### src/rtl/sram_port_arbiter.sv
// Single-port RA1SHD 512x8 arbiter for IO loader, CPU fetch and CPU data ports.
// Define SRAM_ARB_RR_EN for round-robin I/D arbitration (default: fixed I > D).
module sram_port_arbiter #(
  parameter int ADDR_WIDTH = 9,
  parameter int DATA_WIDTH = 8
) (
  input  logic                  CLK,
  input  logic                  RST,
  input  logic                  IO_REQ,
  input  logic                  IO_WE,
  input  logic [ADDR_WIDTH-1:0] IO_A,
  input  logic [DATA_WIDTH-1:0] IO_D,
  input  logic                  IO_LOCK,
  output logic                  IO_GNT,
  output logic                  IO_RVALID,
  input  logic                  I_REQ,
  input  logic [ADDR_WIDTH-1:0] I_A,
  output logic                  I_GNT,
  output logic                  I_RVALID,
  input  logic                  D_REQ,
  input  logic                  D_WE,
  input  logic [ADDR_WIDTH-1:0] D_A,
  input  logic [DATA_WIDTH-1:0] D_D,
  output logic                  D_GNT,
  output logic                  D_RVALID,
  output logic                  CPU_HOLD,
  output logic [DATA_WIDTH-1:0] RDATA,
  output logic                  SRAM_CEN,
  output logic                  SRAM_WEN,
  output logic [ADDR_WIDTH-1:0] SRAM_A,
  output logic [DATA_WIDTH-1:0] SRAM_D,
  input  logic [DATA_WIDTH-1:0] SRAM_Q
);

  typedef enum logic [1:0] {IDLE, ACCESS, LOCKED} state_t;

  state_t                state_q, state_d;
  logic                  io_gnt_q, io_gnt_d;
  logic                  i_gnt_q, i_gnt_d;
  logic                  d_gnt_q, d_gnt_d;
  logic                  io_rv_q, io_rv_d;
  logic                  i_rv_q, i_rv_d;
  logic                  d_rv_q, d_rv_d;
  logic                  cen_q, cen_d;
  logic                  wen_q, wen_d;
  logic [ADDR_WIDTH-1:0] a_q, a_d;
  logic [DATA_WIDTH-1:0] wd_q, wd_d;
  logic                  io_elig, i_elig, d_elig;
  logic                  pick_io, pick_i, pick_d;
`ifdef SRAM_ARB_RR_EN
  logic                  rr_q, rr_d;
`endif

  // A port granted this cycle sits out the next edge; lock removes the CPU ports
  always_comb begin
    io_elig = IO_REQ && !io_gnt_q;
    i_elig  = I_REQ && !i_gnt_q && !IO_LOCK;
    d_elig  = D_REQ && !d_gnt_q && !IO_LOCK;
    pick_io = io_elig;
`ifdef SRAM_ARB_RR_EN
    pick_i  = !io_elig && i_elig && (!d_elig || !rr_q);
    pick_d  = !io_elig && d_elig && (!i_elig || rr_q);
    rr_d    = rr_q;
    if (pick_i) rr_d = 1'b1;
    else if (pick_d) rr_d = 1'b0;
`else
    pick_i  = !io_elig && i_elig;
    pick_d  = !io_elig && !i_elig && d_elig;
`endif
  end

  always_comb begin
    io_gnt_d = pick_io;
    i_gnt_d  = pick_i;
    d_gnt_d  = pick_d;
    // Read tags: wen_q still holds the polarity of the access now in the macro
    io_rv_d  = io_gnt_q && wen_q;
    i_rv_d   = i_gnt_q;
    d_rv_d   = d_gnt_q && wen_q;
    cen_d    = !(pick_io || pick_i || pick_d);
    wen_d    = 1'b1;
    a_d      = a_q;
    wd_d     = wd_q;
    if (pick_io) begin
      wen_d = !IO_WE;
      a_d   = IO_A;
      wd_d  = IO_D;
    end else if (pick_i) begin
      a_d   = I_A;
    end else if (pick_d) begin
      wen_d = !D_WE;
      a_d   = D_A;
      wd_d  = D_D;
    end
    if (IO_LOCK) state_d = LOCKED;
    else if (!cen_d) state_d = ACCESS;
    else state_d = IDLE;
  end

  always_ff @(posedge CLK or posedge RST) begin
    if (RST) begin
      state_q  <= IDLE;
      io_gnt_q <= 1'b0;
      i_gnt_q  <= 1'b0;
      d_gnt_q  <= 1'b0;
      io_rv_q  <= 1'b0;
      i_rv_q   <= 1'b0;
      d_rv_q   <= 1'b0;
      cen_q    <= 1'b1;
      wen_q    <= 1'b1;
      a_q      <= '0;
      wd_q     <= '0;
`ifdef SRAM_ARB_RR_EN
      rr_q     <= 1'b0;
`endif
    end else begin
      state_q  <= state_d;
      io_gnt_q <= io_gnt_d;
      i_gnt_q  <= i_gnt_d;
      d_gnt_q  <= d_gnt_d;
      io_rv_q  <= io_rv_d;
      i_rv_q   <= i_rv_d;
      d_rv_q   <= d_rv_d;
      cen_q    <= cen_d;
      wen_q    <= wen_d;
      a_q      <= a_d;
      wd_q     <= wd_d;
`ifdef SRAM_ARB_RR_EN
      rr_q     <= rr_d;
`endif
    end
  end

  assign IO_GNT    = io_gnt_q;
  assign I_GNT     = i_gnt_q;
  assign D_GNT     = d_gnt_q;
  assign IO_RVALID = io_rv_q;
  assign I_RVALID  = i_rv_q;
  assign D_RVALID  = d_rv_q;
  assign CPU_HOLD  = (state_q == LOCKED);
  assign SRAM_CEN  = cen_q;
  assign SRAM_WEN  = wen_q;
  assign SRAM_A    = a_q;
  assign SRAM_D    = wd_q;
  assign RDATA     = SRAM_Q;

endmodule

### config.mk
export PLATFORM = sky130hd
export DESIGN_NAME = sram_port_arbiter
export DESIGN_NICKNAME = d
export VERILOG_FILES = /design/src/rtl/sram_port_arbiter.sv
export SDC_FILE = /design/constraint.sdc
export NUM_CORES = 1
export LEC_CHECK = 0
export BUFFER_PORTS_ARGS = -buffer_cell sky130_fd_sc_hd__buf_2
export CORE_AREA = 2 2 73 75
export DETAILED_ROUTE_END_ITERATION = 8
export DIE_AREA = 0 0 75 77
export SYNTH_ARGS = -nofsm -noshare
export SYNTH_HDL_FRONTEND = slang
export SYNTH_SLANG_ARGS = --single-unit
### constraint.sdc
create_clock -name CLK -period 1.94 [get_ports CLK]
set_clock_uncertainty 0.15 [all_clocks]
set_input_delay 0.097 -clock CLK [delete_from_list [all_inputs] [get_ports CLK]]
set_output_delay 0.097 -clock CLK [all_outputs]
set_load 0.01 [all_outputs]
## Yosys cells after proc, flatten, opt, wreduce, memory -nomap -nowiden

Index checks and enable logic that the tools add are counted.
Widths: inputs -> output; s select.

| storage, ports and cells | value |
|---|---|
| bits in registers | 27 |
| input port bits | 59 |
| output and inout bits | 34 |
| word-level logic and storage cells | 48 |

| operators by class | value |
|---|---|
| equality and inequality tests | 2 |
| multiplexer cells | 11 |
| reduce and logical (&&, ||, !) cells | 24 |

Operators by type and width:

| kind | count |
|---|---|
| $mux 9 | 3 |
| $mux 8 | 3 |
| $logic_and 1x1->1 | 10 |
| $logic_not 1->1 | 9 |
| $mux 1 | 4 |
| $reduce_bool 3->1 | 1 |
| $eq 2x2->1 const B | 1 |
| $logic_or 1x1->1 | 2 |
| $mux 2 | 1 |
| $ne 2x2->1 const B | 1 |
| $reduce_and 2->1 | 1 |
| $reduce_bool 2->1 | 1 |

## Longest topological paths before layout

Gate-level depths: netlist of run 1.

| logic depth | value |
|---|---|
| word-level depth | 9 |
| gate-level depth with buffers | 6 |

## Worst setup path before layout of run 1

OpenSTA, ideal clock, no wires.

| path | value |
|---|---|
| path kind | register to register |
| from | register i_gnt_q, in the netlist I_GNT |
| to | register a_q[0], in the netlist SRAM_A[0] |
| library setup time | 0.149 ns |
| arrival | 1.269 ns |
| required time | 1.641 ns |
| path slack | 0.372 ns |
| stages on the path, launching flop included | 5 |
| buffers on the path | 1 |
| period minus slack after synthesis | 1.568 ns |
| cell sequence | dfrtp_1 or3b_2 buf_4 o211ai_1 a32oi_1 |

| on the way | value |
|---|---|
| word-level cells in the longest chain between the ends | 7 |
| elaborated cells between the ends (all ways) | 10 |
| those cells by class | mux (2); reduce/logical (8) |

Ends and longest elaborated chain:

| what | line | RTL |
|---|---|---|
| from (decl) | 39 | `logic i_gnt_q, i_gnt_d;` |
| from (signal assigned) | 119 | `i_gnt_q <= i_gnt_d;` |
| $logic_not 1->1 (*) | 57 | `i_elig = I_REQ && !i_gnt_q && !IO_LOCK;` |
| $logic_and 1x1->1 (*) (2 in a row) | 57 |  |
| $logic_not 1->1 | 68 | `pick_d = !io_elig && !i_elig && d_elig;` |
| $logic_and 1x1->1 (2 in a row) | 68 |  |
| $reduce_bool 3->1 (no line) | n/a |  |
| to (signal assigned) | 111 | `a_q <= '0;` |
| to (signal assigned) | 126 | `a_q <= a_d;` |
| to (decl) | 46 | `logic [ADDR_WIDTH-1:0] a_q, a_d;` |

Every way passes the cells marked *; elsewhere a longest branch is shown, timed or not.
A chain may end at the register's enable or synchronous reset.

## Worst setup path after layout of run 1

| path | value |
|---|---|
| from | input IO_LOCK |
| to | register wd_q[2], in the netlist SRAM_D[2] |

| on the way | value |
|---|---|
| word-level cells in the longest chain between the ends | 7 |
| elaborated cells between the ends (all ways) | 10 |
| those cells by class | eq/ne (1); reduce/logical (9) |

Ends and longest elaborated chain:

| what | line | RTL |
|---|---|---|
| from (decl) | 13 | `input logic IO_LOCK,` |
| $logic_not 1->1 (*) | 57, 58 |  |
| $logic_and 1x1->1 | 57 |  |
| $logic_not 1->1 | 68 |  |
| $logic_and 1x1->1 (2 in a row) | 68 |  |
| $reduce_bool 2->1 (no line) | n/a |  |
| $reduce_and 2->1 (no line) (*) | n/a |  |
| to (signal assigned) | 127 | `wd_q <= wd_d;` |
| to (decl) | 47 | `logic [DATA_WIDTH-1:0] wd_q, wd_d;` |

Marks and branches as above.

==> impl_metrics.env, run 1 <==
export IMPL_initial_core_util=0.272
export IMPL_setup_viol=0
export IMPL_drive_gt1_frac=0.396
export IMPL_totalWireLength_um=4170
export IMPL_fillers=495
export IMPL_hp_class="input port to flip-flop"
export IMPL_rows=26
export IMPL_remaining_drc_errors=0
export IMPL_max_clock_path_buffers=2
export IMPL_grt_util_all_layers=0.152
export IMPL_gp_congestion=0.747
export IMPL_wl_per_cell_um=13.2
export IMPL_synth_area_mm2=0.00136
export IMPL_antenna_cells=0
export IMPL_syn_num_nets=199
export IMPL_power_density_mw_per_mm2=646
export IMPL_p_leak_uw=0.00102
export IMPL_grt_pass1_wl_um=6980
export IMPL_worstPathRequired_ps=1950
export IMPL_vdd_drop_max_mv=0.316
export IMPL_critPathKind="input port to flip-flop"
export IMPL_grt_pass1_vias=1568
export IMPL_die_h_um=77
export IMPL_rsz0062_at_grt="false"
export IMPL_core_mm2=0.00498
export IMPL_synth_seq_area_share=0.500
export IMPL_cts_tree="yes"
export IMPL_finalMaxSlewViolations=0
export IMPL_status="finished, final reports clean"
export IMPL_area_delta_synth_final_pct=59.7
export IMPL_port_buffers=76
export IMPL_postRouteAntennaNets=0
export IMPL_yosys_warnings=0
export IMPL_finalNetCount=305
export IMPL_postCtsResizedCells=0
export IMPL_hpwl_um=2930
export IMPL_synthArstFlopShare=1.00
export IMPL_avgSynthCellArea_um2=9.68
export IMPL_insertion_delay_ps=270
export IMPL_first_iter_violations=79
export IMPL_synth_edf_count=0
export IMPL_period_share=0.940
export IMPL_crit_arrival_ps=1840
export IMPL_num_vias=1421
export IMPL_numCtsBuffers=3
export IMPL_end_kind="flip-flop"
export IMPL_dieArea_mm2=0.00578
export IMPL_ios=93
export IMPL_ys_ff_latch=27
export IMPL_seqCellArea_um2=678
export IMPL_synthCells=140
export IMPL_worstMarginPinSlew_ps=598
export IMPL_slew_headroom=0.599
export IMPL_htreeDepth=1
export IMPL_cts_setup_buffers=0
export IMPL_clkTransAtPathRegs_ps=90
export IMPL_startpoint_type="input port"
export IMPL_layout_common_cells="76 x buf_2, 36 x dlygate4sd3_1, 25 x dfrtp_1"
export IMPL_antenna_found_initial=0
export IMPL_multi_input_area_um2=515
export IMPL_die_x_um=75
export IMPL_gr_total_overflow=0
export IMPL_design_area_mm2=0.00216
export IMPL_grt_max_degree=28
export IMPL_final_hold_violation_count=0
export IMPL_worstPathMaxFanout=12
export IMPL_cts_root_buf="clkbuf_8"
export IMPL_clock_fmax_ghz=0.549
export IMPL_cap_violations=0
export IMPL_final_common_cell="buf_2"
export IMPL_placed_area_mm2=0.00176
export IMPL_ys_flop_type="dfrtp_1"
export IMPL_fin_crit_ps=1820
export IMPL_cts_sinks=27
export IMPL_firstDrtPassIters=4
export IMPL_avgViaCountPerCell=4.51
export IMPL_tns_ps=0
export IMPL_synth_cell_types=31
timing repair:
action                                  in CTS  in global routing
endpoints found under the setup margin       0                  0
endpoints found under the hold margin       45                  0
hold buffers                                36                  0
per-layer routing:
layer	vias to the layer above	global-route usage	share of wire	wire, um
met5	-	0	0	0
met4	0	0.0464	0.015	64
met3	8	0.0368	0.069	287
met2	46	0.260	0.51	2140
met1	668	0.185	0.40	1680
li1	699	-	-	-
critical path: stages:
cell and delay, ps:
dlygate4sd3_1 540, buf_2 160, or3b_1 570, buf_4 250, o21ai_1 130, a21oi_1 80
sequential cells by signal, indices dropped and copies added (netlist names):
name,count
state_q,2
IO_RVALID,1
I_RVALID,1
I_GNT,1
D_RVALID,1
IO_GNT,1
SRAM_D,8
D_GNT,1
SRAM_A,9
SRAM_WEN,1
SRAM_CEN,1
stage by stage:
step | setup WS, ps | util | hold WS [ps] | power [uW] | instances
finish | 117 | 0.435 | 30.7 | 1400 | 315
global route | 32.0 | 0.435 | 44.0 | 1490 | 315
floorplan | 372 | - | -21.6 | 886 | 140
global placement | 280 | 0.353 | 27.7 | 1030 | 275
detailed placement | 233 | 0.353 | 26.8 | 1040 | 275
CTS | 113 | 0.435 | 27.4 | 1420 | 315
cell families after synthesis:
group,count (synthesis),share of synthesized area
flops,27,0.500
simple gates,42,0.166
buf+inv,28,0.123
compound gates,43,0.211
cells in the mapped netlist, types with 4 or more instances:
cell	count	share of area
o211ai_1	7	0.039
nand3_1	7	0.026
buf_2	4	0.015
nor2_1	12	0.033
a21oi_1	8	0.030
a31oi_1	8	0.037
o21ai_1	7	0.026
dfrtp_1	25	0.46
a32oi_1	7	0.045
buf_4	11	0.061
nand2_1	7	0.019
inv_1	8	0.022
final timing paths:
check	start	slack, ps	depth (start not counted)	endpoint
max reg2reg	I_GNT$_DFF_PP0_	230	3	SRAM_A[3]$_DFFE_PP0P_
max	IO_LOCK	120	6	SRAM_D[2]$_DFFE_PP0P_
max in group asynchronous	RST	1080	4	SRAM_CEN$_DFF_PP1_
min	I_A[1]	30	3	SRAM_A[1]$_DFFE_PP0P_
min in group asynchronous	RST	260	4	I_RVALID$_DFF_PP0_
min reg2reg	IO_GNT$_DFF_PP0_	350	1	IO_RVALID$_DFF_PP0_
power breakdown:
| part | internal (uW) | switching (uW) |
|---|---|---|
| Sequential | 634 | 37.1 |
| Combinational | 204 | 201 |
| Clock | 146 | 176 |
| Total | 983 | 414 |
layout make-up:
type                    instances  share of cell area
clock buffers                   3              0.0191
clock inverters                 1             0.00347
inverters                       9              0.0156
multi-input cells              85               0.238
flip-flops and latches         27               0.313
well taps                      70              0.0405
repair buffers                120               0.370
Power figures use the tool's default switching activity.
==> inputs of run 2 (changes only) <==
--- a/config.mk
+++ b/config.mk
@@ -5,10 +5,10 @@
 export SDC_FILE = /design/constraint.sdc
 export NUM_CORES = 1
 export LEC_CHECK = 0
-export BUFFER_PORTS_ARGS = -buffer_cell sky130_fd_sc_hd__buf_2
 export CORE_AREA = 2 2 73 75
 export DETAILED_ROUTE_END_ITERATION = 8
 export DIE_AREA = 0 0 75 77
+export DONT_BUFFER_PORTS = 1
 export SYNTH_ARGS = -nofsm -noshare
 export SYNTH_HDL_FRONTEND = slang
 export SYNTH_SLANG_ARGS = --single-unit
==> run 2 against run 1 <==
  * The flow now finishes with violations (hold timing)
  * Via count is 14% lower
  * Utilization decreased by 5.1 points
  * Sequential cell count is the same
  * Critical path depth decreased by 2
  * Design area shrank 12%
  * Count of clock-buffer cells in the layout unchanged
  * Sequential share of layout area rose by 4.1 points
  * Routed wire length rose by 4.1%
  * Global-route usage up 0.43 points
  * Die area unchanged
  * Clock power grew 6%
==> impl_metrics.env, run 2 (synthesis gave the netlist of run 1 again) <==
export IMPL_status="complete, but fails checks"
export IMPL_violations="hold timing"
export IMPL_seqCellArea_um2=678
export IMPL_p_leak_uw=0.000774
export IMPL_clkTransAtPathRegs_ps=100
export IMPL_port_buffers=0
export IMPL_drive_gt1_frac=0.121
export IMPL_worstMarginPinSlew_ps=606
export IMPL_antenna_cells=0
export IMPL_slew_headroom=0.594
export IMPL_avgViaCountPerCell=4.85
export IMPL_wl_per_cell_um=17.2
export IMPL_cts_tree="yes"
export IMPL_dieArea_mm2=0.00578
export IMPL_setup_ws_ps=174
export IMPL_firstDrtPassIters=4
export IMPL_clock_fmax_ghz=0.566
export IMPL_cpLargestDelayFamily="simple AND/OR/NAND/NOR gates"
export IMPL_htreeDepth=1
export IMPL_numCtsBuffers=3
export IMPL_startpoint_type="flip-flop"
export IMPL_num_vias=1222
export IMPL_seqPwrFrac=0.535
export IMPL_vdd_drop_max_mv=0.275
export IMPL_rsz0062_at_grt="false"
export IMPL_placed_area_mm2=0.00138
export IMPL_design_area_mm2=0.00191
export IMPL_gr_total_overflow=0
export IMPL_die_h_um=77
export IMPL_fin_util=0.384
export IMPL_antenna_found_initial=0
export IMPL_first_iter_violations=34
export IMPL_cts_setup_buffers=0
export IMPL_cp_cell_sequence="or3b_1, buf_4, o21ai_1, a21oi_1"
export IMPL_final_common_cell="dlygate4sd3_1"
export IMPL_swShare=0.309
export IMPL_cts_root_buf="clkbuf_8"
export IMPL_postRouteAntennaNets=0
export IMPL_fin_crit_ps=1770
export IMPL_area_delta_synth_final_pct=41.1
export IMPL_multi_input_area_um2=515
export IMPL_power_uw=1340
export IMPL_ios=93
export IMPL_critPathSlowestCell="or3b_1"
export IMPL_worstPathRequired_ps=1960
export IMPL_grt_pass1_wl_um=6950
export IMPL_initial_core_util=0.272
export IMPL_postCtsResizedCells=0
export IMPL_finalNetCount=242
export IMPL_p_int_uw=923
export IMPL_layout_common_cells="48 x dlygate4sd3_1, 25 x dfrtp_1, 12 x nor2_1"
export IMPL_cts_sinks=27
export IMPL_dp_slack_ps=177
export IMPL_gp_congestion=0.660
export IMPL_final_hold_violation_count=1
export IMPL_power_switching_uw=413
export IMPL_cts_hold_buffers=48
export IMPL_combPwrFrac=0.210
export IMPL_core_mm2=0.00498
export IMPL_power_density_mw_per_mm2=699
export IMPL_setup_viol=0
export IMPL_path_buf_inv=1
export IMPL_finalMaxSlewViolations=0
export IMPL_period_share=0.910
export IMPL_hpwl_um=2750
export IMPL_grt_pass1_vias=1397
export IMPL_largest_reg_flops=9
export IMPL_hp_class="input port to flip-flop"
export IMPL_cap_violations=0
export IMPL_totalWireLength_um=4340
export IMPL_worstPathMaxFanout=10
export IMPL_insertion_delay_ps=280
export IMPL_crit_arrival_ps=1780
export IMPL_tns_ps=0
export IMPL_grt_util_all_layers=0.157
export IMPL_end_kind="flip-flop"
export IMPL_holdWs_ps=-2.18
export IMPL_remaining_drc_errors=0
export IMPL_max_clock_path_buffers=2
export IMPL_grt_max_degree=27
export IMPL_critPathMaxStageDelay_ps=550
export IMPL_rows=26
export IMPL_fillers=529
export IMPL_clockPowerShare=0.255
export IMPL_critPathKind="flip-flop to flip-flop"
export IMPL_die_x_um=75
## run 2: cell types whose count changed in the layout (fill, tap and decap cells not counted)
cell,previous run,this run
buf_4,8,9
dlygate4sd3_1,36,48
buf_2,76,0
## run 2: area by class of cell
class / count / share of cell area
Sequential cell: 27 / 0.355
Tap cell: 70 / 0.0458
Multi-Input combinational cell: 85 / 0.270
Timing Repair Buffer: 57 / 0.287
Clock buffer: 3 / 0.0216
Clock inverter: 1 / 0.00393
Inverter: 9 / 0.0177
## run 2: routing by layer
metal / GRT usage / vias to the layer above / wire, um
li1: - / 572 / -
met1: 0.182 / 608 / 1700
met2: 0.266 / 38 / 2280
met3: 0.0539 / 4 / 325
met4: 0.0464 / 0 / 38
met5: 0 / - / 0
## run 2: final timing paths
check / startpoint / endpoint / slack (ps) / cells past startpoint
max reg2reg: D_GNT$_DFF_PP0_ / SRAM_D[5]$_DFFE_PP0P_ / 170 / 4
max in group asynchronous: RST / SRAM_CEN$_DFF_PP1_ / 910 / 3
min in group asynchronous: RST / SRAM_D[7]$_DFFE_PP0P_ / 80 / 2
max: D_GNT$_DFF_PP0_ / SRAM_D[5]$_DFFE_PP0P_ / 170 / 4
min: D_A[1] / SRAM_A[1]$_DFFE_PP0P_ / -2 / 2
min reg2reg: I_GNT$_DFF_PP0_ / I_RVALID$_DFF_PP0_ / 390 / 1
## run 2: power groups by stage
stage | Combinational (uW) | Clock [uW] | Sequential (uW)
after floorplan | 175 | 0 | 712
after global placement | 195 | 0 | 727
after detailed placement | 201 | 0 | 727
after CTS | 281 | 348 | 716
after global routing | 316 | 375 | 728
final | 281 | 340 | 715
## run 2: stage by stage
stage / hold slack [ps] / cells
2_1_floorplan: -21.6 / 140
3_3_place_gp: -158 / 200
3_5_place_dp: -162 / 200
4_1_cts: 4.72 / 252
5_1_grt: 44.0 / 252
6_report: -2.18 / 252
## run 2: worst register-to-register path: stages (launching register included)
cell	delay, ps
dfrtp_1	460
or3b_1	550
buf_4	260
o21ai_1	150
a21oi_1	90
==> inputs of run 3 (changes only) <==
--- a/config.mk
+++ b/config.mk
@@ -6,6 +6,7 @@
 export NUM_CORES = 1
 export LEC_CHECK = 0
 export CORE_AREA = 2 2 73 75
+export CTS_BUF_LIST = sky130_fd_sc_hd__clkbuf_8
 export DETAILED_ROUTE_END_ITERATION = 8
 export DIE_AREA = 0 0 75 77
 export DONT_BUFFER_PORTS = 1
==> constraint.sdc (replaced) <==
create_clock -name CLK -period 1.8 [get_ports CLK]
set_clock_uncertainty 0.15 [all_clocks]
set_input_delay 0.09 -clock CLK [delete_from_list [all_inputs] [get_ports CLK]]
set_output_delay 0.09 -clock CLK [all_outputs]
set_load 0.01 [all_outputs]
==> run 3 against run 2 <==
  * Routed wire length decreased by 4.5%
  * Worst hold slack better by 20 ps
  * Register-to-register slack lost 20 ps
  * Worst setup slack got worse by 20 ps
  * Count of clock-buffer cells in the layout did not move
  * The run now ends clean
  * Non-clock buffer count increased by 1
  * Critical path type unchanged
  * Critical endpoint is now SRAM_A[5]$_DFFE_PP0P_
  * Combinational power rose by 9.3%
==> impl_metrics.env, run 3 (synthesis gave the netlist of run 1 again) <==
export IMPL_largest_reg_flops=9
export IMPL_cts_sinks=27
export IMPL_power_switching_uw=447
export IMPL_combPwrFrac=0.212
export IMPL_ios=93
export IMPL_grt_util_all_layers=0.150
export IMPL_swShare=0.308
export IMPL_route_met2_wl_um=2140
export IMPL_critPathMaxStageDelay_ps=390
export IMPL_num_vias=1240
export IMPL_met3_length_um=340
export IMPL_layout_common_cells="48 x dlygate4sd3_1, 25 x dfrtp_1, 12 x nor2_1"
export IMPL_p_leak_uw=0.000785
export IMPL_drt_met1_wl_um=1650
export IMPL_seqPwrFrac=0.532
export IMPL_htreeDepth=1
export IMPL_routed_top_layer="met4"
export IMPL_startpoint_type="flip-flop"
export IMPL_dp_cells=201
export IMPL_drive_gt1_frac=0.126
export IMPL_die_x_um=75
export IMPL_worstPathMaxFanout=6
export IMPL_cp_cell_sequence="buf_4, nor3b_2, buf_4, nand3_1, a32oi_1"
export IMPL_max_clock_path_buffers=2
export IMPL_critPathKind="flip-flop to flip-flop"
export IMPL_vdd_drop_max_mv=0.231
export IMPL_cts_tree="yes"
export IMPL_antenna_found_initial=0
export IMPL_slew_headroom=0.718
export IMPL_cts_root_buf="clkbuf_8"
export IMPL_fin_crit_ps=1650
export IMPL_insertion_delay_ps=280
export IMPL_grt_pass1_wl_um=6630
export IMPL_crit_arrival_ps=1680
export IMPL_worstMarginPinSlew_ps=421
export IMPL_period_share=0.914
export IMPL_cts_setup_buffers=0
export IMPL_tns_ps=0
export IMPL_avgViaCountPerCell=4.90
export IMPL_numCtsBuffers=3
export IMPL_final_hold_violation_count=0
export IMPL_rsz0062_at_grt="false"
export IMPL_firstDrtPassIters=6
export IMPL_remaining_drc_errors=0
export IMPL_postRouteAntennaNets=0
export IMPL_fin_cells=253
export IMPL_area_delta_synth_final_pct=42.2
export IMPL_power_density_mw_per_mm2=752
export IMPL_worstPathRequired_ps=1830
export IMPL_finalMaxSlewViolations=0
export IMPL_cap_violations=0
export IMPL_antenna_cells=0
export IMPL_fillers=503
export IMPL_p_int_uw=1000
export IMPL_rows=26
export IMPL_clockPowerShare=0.256
export IMPL_first_iter_violations=40
export IMPL_cpMostUsedCell="buf_4"
export IMPL_gp_congestion=0.630
export IMPL_hpwl_um=2710
export IMPL_port_buffers=0
export IMPL_hp_class="input port to flip-flop"
export IMPL_wl_per_cell_um=16.4
export IMPL_final_common_cell="dlygate4sd3_1"
export IMPL_core_mm2=0.00498
export IMPL_grt_pass1_vias=1341
export IMPL_setup_viol=0
export IMPL_clkTransAtPathRegs_ps=110
export IMPL_gr_total_overflow=0
export IMPL_status="finished, final reports clean"
export IMPL_die_h_um=77
export IMPL_dieArea_mm2=0.00578
export IMPL_initial_core_util=0.272
export IMPL_clock_fmax_ghz=0.608
export IMPL_grt_max_degree=28
export IMPL_critPathSlowestCell="dfrtp_1"
export IMPL_finalNetCount=243
export IMPL_totalWireLength_um=4150
export IMPL_end_kind="flip-flop"
run 3: timing repair:
action | in CTS | in global routing
hold buffers | 48 | 0
hold endpoints to repair | 48 | 0
endpoints found under the setup margin | 0 | 4
resized for setup | 0 | 1
run 3: stage by stage:
stage                     utilization  worst slack (ps)  area (um^2)  power [uW]  hold WS [ps]
after floorplan                     -               232         1360         955         -28.6
after global placement          0.279               150         1390         998         -75.3
after detailed placement        0.279               105         1390        1000         -66.8
after CTS                       0.386              78.6         1920        1470          16.9
after global routing            0.387              22.3         1930        1550          30.0
final                           0.387               154         1930        1450          18.1
run 3: worst paths after layout:
kind / slack [ps] / cells after the start / start / end
max: 150 / 5 / I_GNT$_DFF_PP0_ / SRAM_A[5]$_DFFE_PP0P_
min: 20 / 3 / I_REQ / SRAM_D[6]$_DFFE_PP0P_
max reg2reg: 150 / 5 / I_GNT$_DFF_PP0_ / SRAM_A[5]$_DFFE_PP0P_
min reg2reg: 400 / 1 / I_GNT$_DFF_PP0_ / I_RVALID$_DFF_PP0_
max in group asynchronous: 1020 / 3 / RST / SRAM_CEN$_DFF_PP1_
min in group asynchronous: 150 / 3 / RST / I_RVALID$_DFF_PP0_
run 3: critical path: cells and delay by family, from the launching register on:
kind            cells  cell delay (ps)
compound gates      1              240
simple gates        2              390
flops               1              390
buf+inv             2              370
run 3: cell type report:
class	instances	area, um^2	share of cell area
well taps	70	87.6	0.0455
clock inverters	1	8.76	0.00455
clock buffers	3	41.3	0.0214
flip-flops and latches	27	678	0.352
inverters	9	33.8	0.0175
repair buffers	58	556	0.288
multi-input cells	85	522	0.271
run 3: per-layer routing:
metal  vias up  global-route usage
met5         -                   0
met4         0              0.0411
met3         2              0.0434
met2        46               0.261
met1       614               0.174
li1        578                   -
run 3: power by group through the flow:
stage          sequential, uW  combinational (uW)  clock, uW
2_1_floorplan             767                 188          0
3_3_place_gp              784                 214          0
3_5_place_dp              785                 218          0
4_1_cts                   772                 304        394
5_1_grt                   782                 343        422
6_report                  771                 307        371
